[src/rtl/hazard_ctrl.sv]
// Pipeline hazard controller: load-use stalls, multi-cycle mul/div occupancy,
// taken-branch squash and JAL fetch flush, plus a saturating stall-cycle counter.
module hazard_ctrl #(
  parameter int MD_LAT = 4
) (
  input  logic        clk,
  input  logic        rst,
  input  logic [4:0]  id_rs,
  input  logic [4:0]  id_rt,
  input  logic        id_uses_rt,
  input  logic        id_md,
  input  logic        id_jal,
  input  logic        ex_memread,
  input  logic [4:0]  ex_rt,
  input  logic        ex_branch_taken,
  output logic        pc_write,
  output logic        ifid_write,
  output logic        ifid_flush,
  output logic        idex_bubble,
  output logic        busy,
  output logic [15:0] stall_count
);

  typedef enum logic {
    RUN     = 1'b0,
    MD_BUSY = 1'b1
  } state_t;

  // The md instruction itself occupies the first EX cycle, so the counter
  // only has to cover the remaining MD_LAT-1 stall cycles (down to zero).
  localparam logic [3:0] MD_INIT = 4'(MD_LAT - 2);

  state_t      r_state;
  state_t      w_next_state;
  logic [3:0]  r_md_cnt;
  logic [3:0]  w_next_cnt;
  logic [15:0] r_stall_count;
  logic        w_load_use;

  assign w_load_use = ex_memread && (ex_rt != 5'd0) &&
                      ((ex_rt == id_rs) || (id_uses_rt && (ex_rt == id_rt)));

  always_ff @(posedge clk) begin
    if (rst) begin
      r_state       <= RUN;
      r_md_cnt      <= 4'd0;
      r_stall_count <= 16'd0;
    end else begin
      r_state  <= w_next_state;
      r_md_cnt <= w_next_cnt;
      if (!pc_write && (r_stall_count != 16'hFFFF))
        r_stall_count <= r_stall_count + 16'd1;
    end
  end

  // Branch squash outranks everything, including an in-flight mul/div.
  always_comb begin
    pc_write     = 1'b1;
    ifid_write   = 1'b1;
    ifid_flush   = 1'b0;
    idex_bubble  = 1'b0;
    w_next_state = r_state;
    w_next_cnt   = r_md_cnt;
    if (rst) begin
      w_next_state = RUN;
      w_next_cnt   = 4'd0;
    end else if (ex_branch_taken) begin
      ifid_flush   = 1'b1;
      idex_bubble  = 1'b1;
      w_next_state = RUN;
      w_next_cnt   = 4'd0;
    end else if (r_state == MD_BUSY) begin
      pc_write    = 1'b0;
      ifid_write  = 1'b0;
      idex_bubble = 1'b1;
      if (r_md_cnt == 4'd0)
        w_next_state = RUN;
      else
        w_next_cnt = r_md_cnt - 4'd1;
    end else if (w_load_use) begin
      pc_write    = 1'b0;
      ifid_write  = 1'b0;
      idex_bubble = 1'b1;
    end else if (id_md) begin
      w_next_state = MD_BUSY;
      w_next_cnt   = MD_INIT;
    end else if (id_jal) begin
      ifid_flush = 1'b1;
    end
  end

  assign busy        = (r_state == MD_BUSY) && !rst;
  assign stall_count = r_stall_count;

endmodule

[config.mk]
export PLATFORM = sky130hd
export DESIGN_NAME = hazard_ctrl
export DESIGN_NICKNAME = d
export VERILOG_FILES = /design/src/rtl/hazard_ctrl.sv
export SDC_FILE = /design/constraint.sdc
export NUM_CORES = 1
export LEC_CHECK = 0
export BUFFER_PORTS_ARGS = -buffer_cell sky130_fd_sc_hd__buf_2
export CAP_MARGIN = 30
export CORE_UTILIZATION = 29
export CTS_CLUSTER_SIZE = 8
export DETAILED_ROUTE_END_ITERATION = 8
export GPL_TIMING_DRIVEN = 1
export PLACE_DENSITY_LB_ADDON = 0.2
export SYNTH_ARGS = -nofsm -noshare
export SYNTH_HDL_FRONTEND = slang
export SYNTH_SLANG_ARGS = --single-unit
export TNS_END_PERCENT = 20
[constraint.sdc]
create_clock -name clk -period 1.7 [get_ports clk]
set_input_delay 0.17 -clock clk [delete_from_list [all_inputs] [get_ports clk]]
set_output_delay 0.17 -clock clk [all_outputs]
set_load 0.1 [all_outputs]
# Yosys cells after proc, flatten, opt, wreduce, memory -nomap -nowiden
# Index checks and enable logic that the tools add are counted.
[word_totals] regBits=21 out_inout_bits=21 elab_cells=45 input_bits=22
[classes] n_addsub=2 mux=22 n_eq_ne=5 reduce_logical=13
[op_table] op="$mux W1" n=18
[op_table] op="$add A16 B1 Y16 const B" n=1
[op_table] op="$mux W4" n=4
[op_table] op="$ne A16 B16 Y1 const B" n=1
[op_table] op="$eq A5 B5 Y1" n=2
[op_table] op="$logic_and A1 B1 Y1" n=5
[op_table] op="$reduce_bool A5 Y1" n=1
[op_table] op="$logic_not A4 Y1" n=1
[op_table] op="$ne A2 B2 Y1 const B" n=2
[op_table] op="$sub A4 B1 Y4 const B" n=1
[op_table] op="$reduce_and A3 Y1" n=1
[op_table] op="$logic_not A1 Y1" n=2
[op_table] op="$reduce_bool A2 Y1" n=1
[op_table] op="$reduce_or A2 Y1" n=1
[op_table] op="$logic_or A1 B1 Y1" n=1

# Depth between registers and ports, before layout
[depth] ltp_word=10 mapped_depth=8

# Worst setup path before layout
# OpenSTA, ideal clock, no wires.
[synth_path] path_kind="in2out" start="input id_rt[4]" end="output pc_write" arrival_ns=3.240 path_slack_ns=-1.710 path_buffers=1 cell_stages=5 t_required_ns=1.530 path_cell_list="xnor2_1 nand4_1 o22ai_1 o21ai_0 buf_4"
[synth_between] elab_chain_cells=8
[synth_rtl] item="from (decl)" line="9" text="input logic [4:0] id_rt,"
[synth_rtl] item="$eq A5 B5 Y1" line="41" text="((ex_rt == id_rs) || (id_uses_rt && (ex_rt == id_rt)));"
[synth_rtl] item="$logic_and A1 B1 Y1" line="41"
[synth_rtl] item="$logic_or A1 B1 Y1" line="41"
[synth_rtl] item="$logic_and A1 B1 Y1" line="40" text="assign w_load_use = ex_memread && (ex_rt != 5'd0) &&"
[synth_rtl] item="$mux W1 (4 in series)"
[synth_rtl] item="to (decl)" line="16" text="output logic pc_write,"
# Every way passes these cells.

# Final worst setup path
[layout_path] start="register r_stall_count[3], in the netlist stall_count[3]" end="register r_stall_count[1], in the netlist stall_count[1]"
[layout_between] elab_chain_cells=2
[layout_rtl] item="from (decl)" line="37" text="logic [15:0] r_stall_count;"
[layout_rtl] item="from (signal assigned)" line="52" text="r_stall_count <= r_stall_count + 16'd1;"
[layout_rtl] item="$ne A16 B16 Y1" line="51" text="if (!pc_write && (r_stall_count != 16'hFFFF))"
[layout_rtl] item="$logic_and A1 B1 Y1" line="51"
# Every way passes these cells.
# A chain may end at the register's enable or synchronous reset.

==> impl_metrics.yaml <==
synthesis:
  number_of_synthesized_flops_with_an_enable_pin: 0
  synth_area_per_cell_sq_um: 8.62
  synth_async_sr_flop_share: 0
  synth_seq_cells: 21
  netlist_instances: 163
  synthFlopType: "sky130_fd_sc_hd__dfxtp_1"
  synth.net_count: 187
  seq_area_frac_synth: 0.299
  ys_types: 47
  warnings_from_yosys: 0
  post_synthesis_instance_area_sq_mm: 0.00141
global_routing:
  grt.total_usage: 0.157
  grt_start_max_net_pins: 32
  grt-ovfl-total: 0
  grt_first_pass_wirelength_um: 6350
  first_global_vias: 1378
  grt_antenna_before_repair: 0
sta:
  max_freq_ghz: 0.570
  timing.max_slew.rel_slack: 0.676
  timing_worst_slew_pin_value_ps: 490
  worst_slack_ps: -55.3
  final.setup_skew_ps: 3.37
  final.min_clock_period_ps: 1760
  slew_violations: 0
  timing.final.setup_violations: 3
  unrepaired_setup_endpoints_after_global_routing: "yes"
  final_period_utilization: 1.03
  final-hold-violation-count: 0
  fin_worst_hold_slack_ps: 268
run_status:
  outcome: "finished, violations left"
  failed_checks: "negative setup slack"
detailed_routing:
  overall_via_count_from_detail_route: 1517
  route.detailed.drc: 0
  ant_nets: 0
  initialDrtViolationCount: 45
  detail_route.wirelength_um: 3900
  drtPass1Iterations: 4
  drt-wirelength-per-cell_um: 13.5
  routed_via_density: 5.25
floorplanning:
  floorplan.io_pins: 43
  floorplan.initialDensity: 0.312
  die-width_um: 71.6
  floorplan.core_area_sq_mm: 0.00450
  full_die_area_sq_mm: 0.00513
  die_h_um: 71.6
  row_count: 24
run:
  maxCapViolCount: 0
layout:
  diodes: 0
  final_cells: 289
  syn2layout_area_growth_pct: 58.1
  register_area_sq_um: 474
  fin_nets: 262
  multi_input_comb_area_sq_um: 992
  post_route_cells_drive_above_1_share: 0.549
  layout.cells.most_common_list: "sky130_fd_sc_hd__buf_2 (35), sky130_fd_sc_hd__buf_4 (32), sky130_fd_sc_hd__a21oi_1 (13), sky130_fd_sc_hd__dfxtp_4 (13), sky130_fd_sc_hd__o31ai_1 (11)"
  fill_cells: 436
  final_common_cell: "sky130_fd_sc_hd__buf_2"
placement:
  detailedPlacementHpwl_um: 2920
  numPortBuffers: 42
  dp_cells: 279
  place_congestion: 0.775
setup_path:
  crit_family: "simple AND/OR/NAND/NOR gates"
  worst_setup_path_start_kind: "register"
  critPathKind: "reg2reg"
  worstPathMaxFanout: 9
  critical_path.max_stage_delay_ps: 530
  cp_slowest_cell: "sky130_fd_sc_hd__or4_4"
  critical_path.cell_chain: "nand4_4, or4_4, o21ai_4, buf_12, nor2_4, mux2_4"
  critical_path.endpoint_type: "register"
  crit_buf_inv: 1
  arrival_ps: 1910
  timing.critical_path.required_ps: 1850
pwr:
  power_leakage_nw: 0.902
  p_per_cell_area_mw_per_mm2: 496
  totalPowerFinal_w: 0.00110
  peakVddDrop_uv: 242
clock_tree:
  max_buffers_root_to_sink: 2
  clock_sinks: 21
  clock_buffer_count_from_cts: 3
  htree_levels: 1
  clk_pin_slew_worst_paths_ps: 80
  clock_insertion_delay_worst_skew_ps: 260
  cts_tree: "yes"
  clk_root_buffer_cell: "sky130_fd_sc_hd__clkbuf_8"
  holdBufCountCts: 0
min_path:
  timing.hold.worst.class: "in2reg"
-- through the flow --
stage	util	TNS [ps]	instance area, sq um	worst slack, ps
floorplan	-	-2820	1500	-291
global placement	0.451	-1010	2030	-129
detailed placement	0.451	-1140	2030	-150
CTS	0.474	-291	2140	-62.5
global route	0.493	-643	2220	-110
finish	0.493	-120	2220	-55.3
-- final cells by class --
class / instances / area share
Sequential cell: 21 / 0.213
Timing Repair Buffer: 79 / 0.275
Tap cell: 52 / 0.0293
Clock buffer: 4 / 0.0203
Multi-Input combinational cell: 124 / 0.447
Inverter: 9 / 0.0152
-- final timing paths --
kind                                      from        endpoint  cells past startpoint  slack (ps)
worst min-delay path                     id_md     r_md_cnt[3]                      3         270
worst max register to register  stall_count[3]  stall_count[1]                      6         -60
worst max-delay path            stall_count[3]  stall_count[1]                      6         -60
worst min register to register  stall_count[2]  stall_count[2]                      1         490
-- cell usage after synthesis (2+ instances only) --
master / number / area [sq um]
sky130_fd_sc_hd__a21oi_1: 15 / 75.1
sky130_fd_sc_hd__and2_1: 2 / 12.5
sky130_fd_sc_hd__and3_1: 2 / 12.5
sky130_fd_sc_hd__buf_4: 2 / 15.0
sky130_fd_sc_hd__clkbuf_1: 3 / 11.3
sky130_fd_sc_hd__clkbuf_8: 2 / 27.5
sky130_fd_sc_hd__dfxtp_1: 21 / 420
sky130_fd_sc_hd__ha_1: 2 / 25.0
sky130_fd_sc_hd__inv_1: 9 / 33.8
sky130_fd_sc_hd__nand2_1: 10 / 37.5
sky130_fd_sc_hd__nand3_1: 7 / 35.0
sky130_fd_sc_hd__nand4_1: 5 / 31.3
sky130_fd_sc_hd__nor2_1: 6 / 22.5
sky130_fd_sc_hd__nor3_1: 2 / 10.0
sky130_fd_sc_hd__o2111ai_1: 2 / 17.5
sky130_fd_sc_hd__o21ai_0: 5 / 25.0
sky130_fd_sc_hd__o311ai_0: 3 / 26.3
sky130_fd_sc_hd__o31ai_1: 12 / 90.1
sky130_fd_sc_hd__o41ai_1: 3 / 26.3
sky130_fd_sc_hd__or2_2: 2 / 12.5
sky130_fd_sc_hd__or3_1: 3 / 18.8
sky130_fd_sc_hd__or3_2: 3 / 22.5
sky130_fd_sc_hd__or4_1: 9 / 67.6
sky130_fd_sc_hd__xnor2_1: 10 / 87.6
-- routing by layer --
metal,routed length [um],vias up,global-route usage
met2,1910,34,0.267
met4,41,0,0.0479
li1,-,779,-
met5,0,-,0
met1,1820,699,0.205
met3,127,5,0.0253
-- worst register-to-register path, delay by kind of cell, from the launching register on --
| kind | cells | cell delay (ps) |
|---|---|---|
| AND/OR/NAND/NOR | 3 | 690 |
| flip-flops | 1 | 360 |
| multiplexers | 1 | 280 |
| AO/OA/AOI/OAI | 1 | 180 |
| buffers and inverters | 1 | 140 |
-- sequential cells by signal, indices dropped and copies added, names as in the netlist --
name / count
stall_count: 16
r_state: 1
r_md_cnt: 4
-- report_power, final --
| part | total (W) | leakage, nW | switching (W) | internal [W] |
|---|---|---|---|---|
| clock | 0.000337 | 0.0228 | 0.000170 | 0.000167 |
| combinational | 0.000288 | 0.697 | 0.000159 | 0.000129 |
| sequential | 0.000478 | 0.182 | 0.00000309 | 0.000475 |
| total | 0.00110 | 0.902 | 0.000331 | 0.000772 |
-- timing repair --
item	CTS	global route
hold endpoints to repair	0	0
endpoints found under the setup margin	14	22
resized for setup	11	13
pin swaps	7	12
buffers inserted	3	3
gates cloned	0	0
-- logic make-up after synthesis --
| logic type | Yosys count | share of synthesized area |
|---|---|---|
| DFF | 21 | 0.299 |
| muxes | 1 | 0.0107 |
| buffers and inverters | 18 | 0.0739 |
| xor gates and xnor gates | 10 | 0.0623 |
| and+or+nand+nor | 59 | 0.264 |
| adders and majority gates | 2 | 0.0178 |
| AOI/OAI and AO/OA | 52 | 0.273 |
No activity file was read; power rests on OpenSTA's default activity.
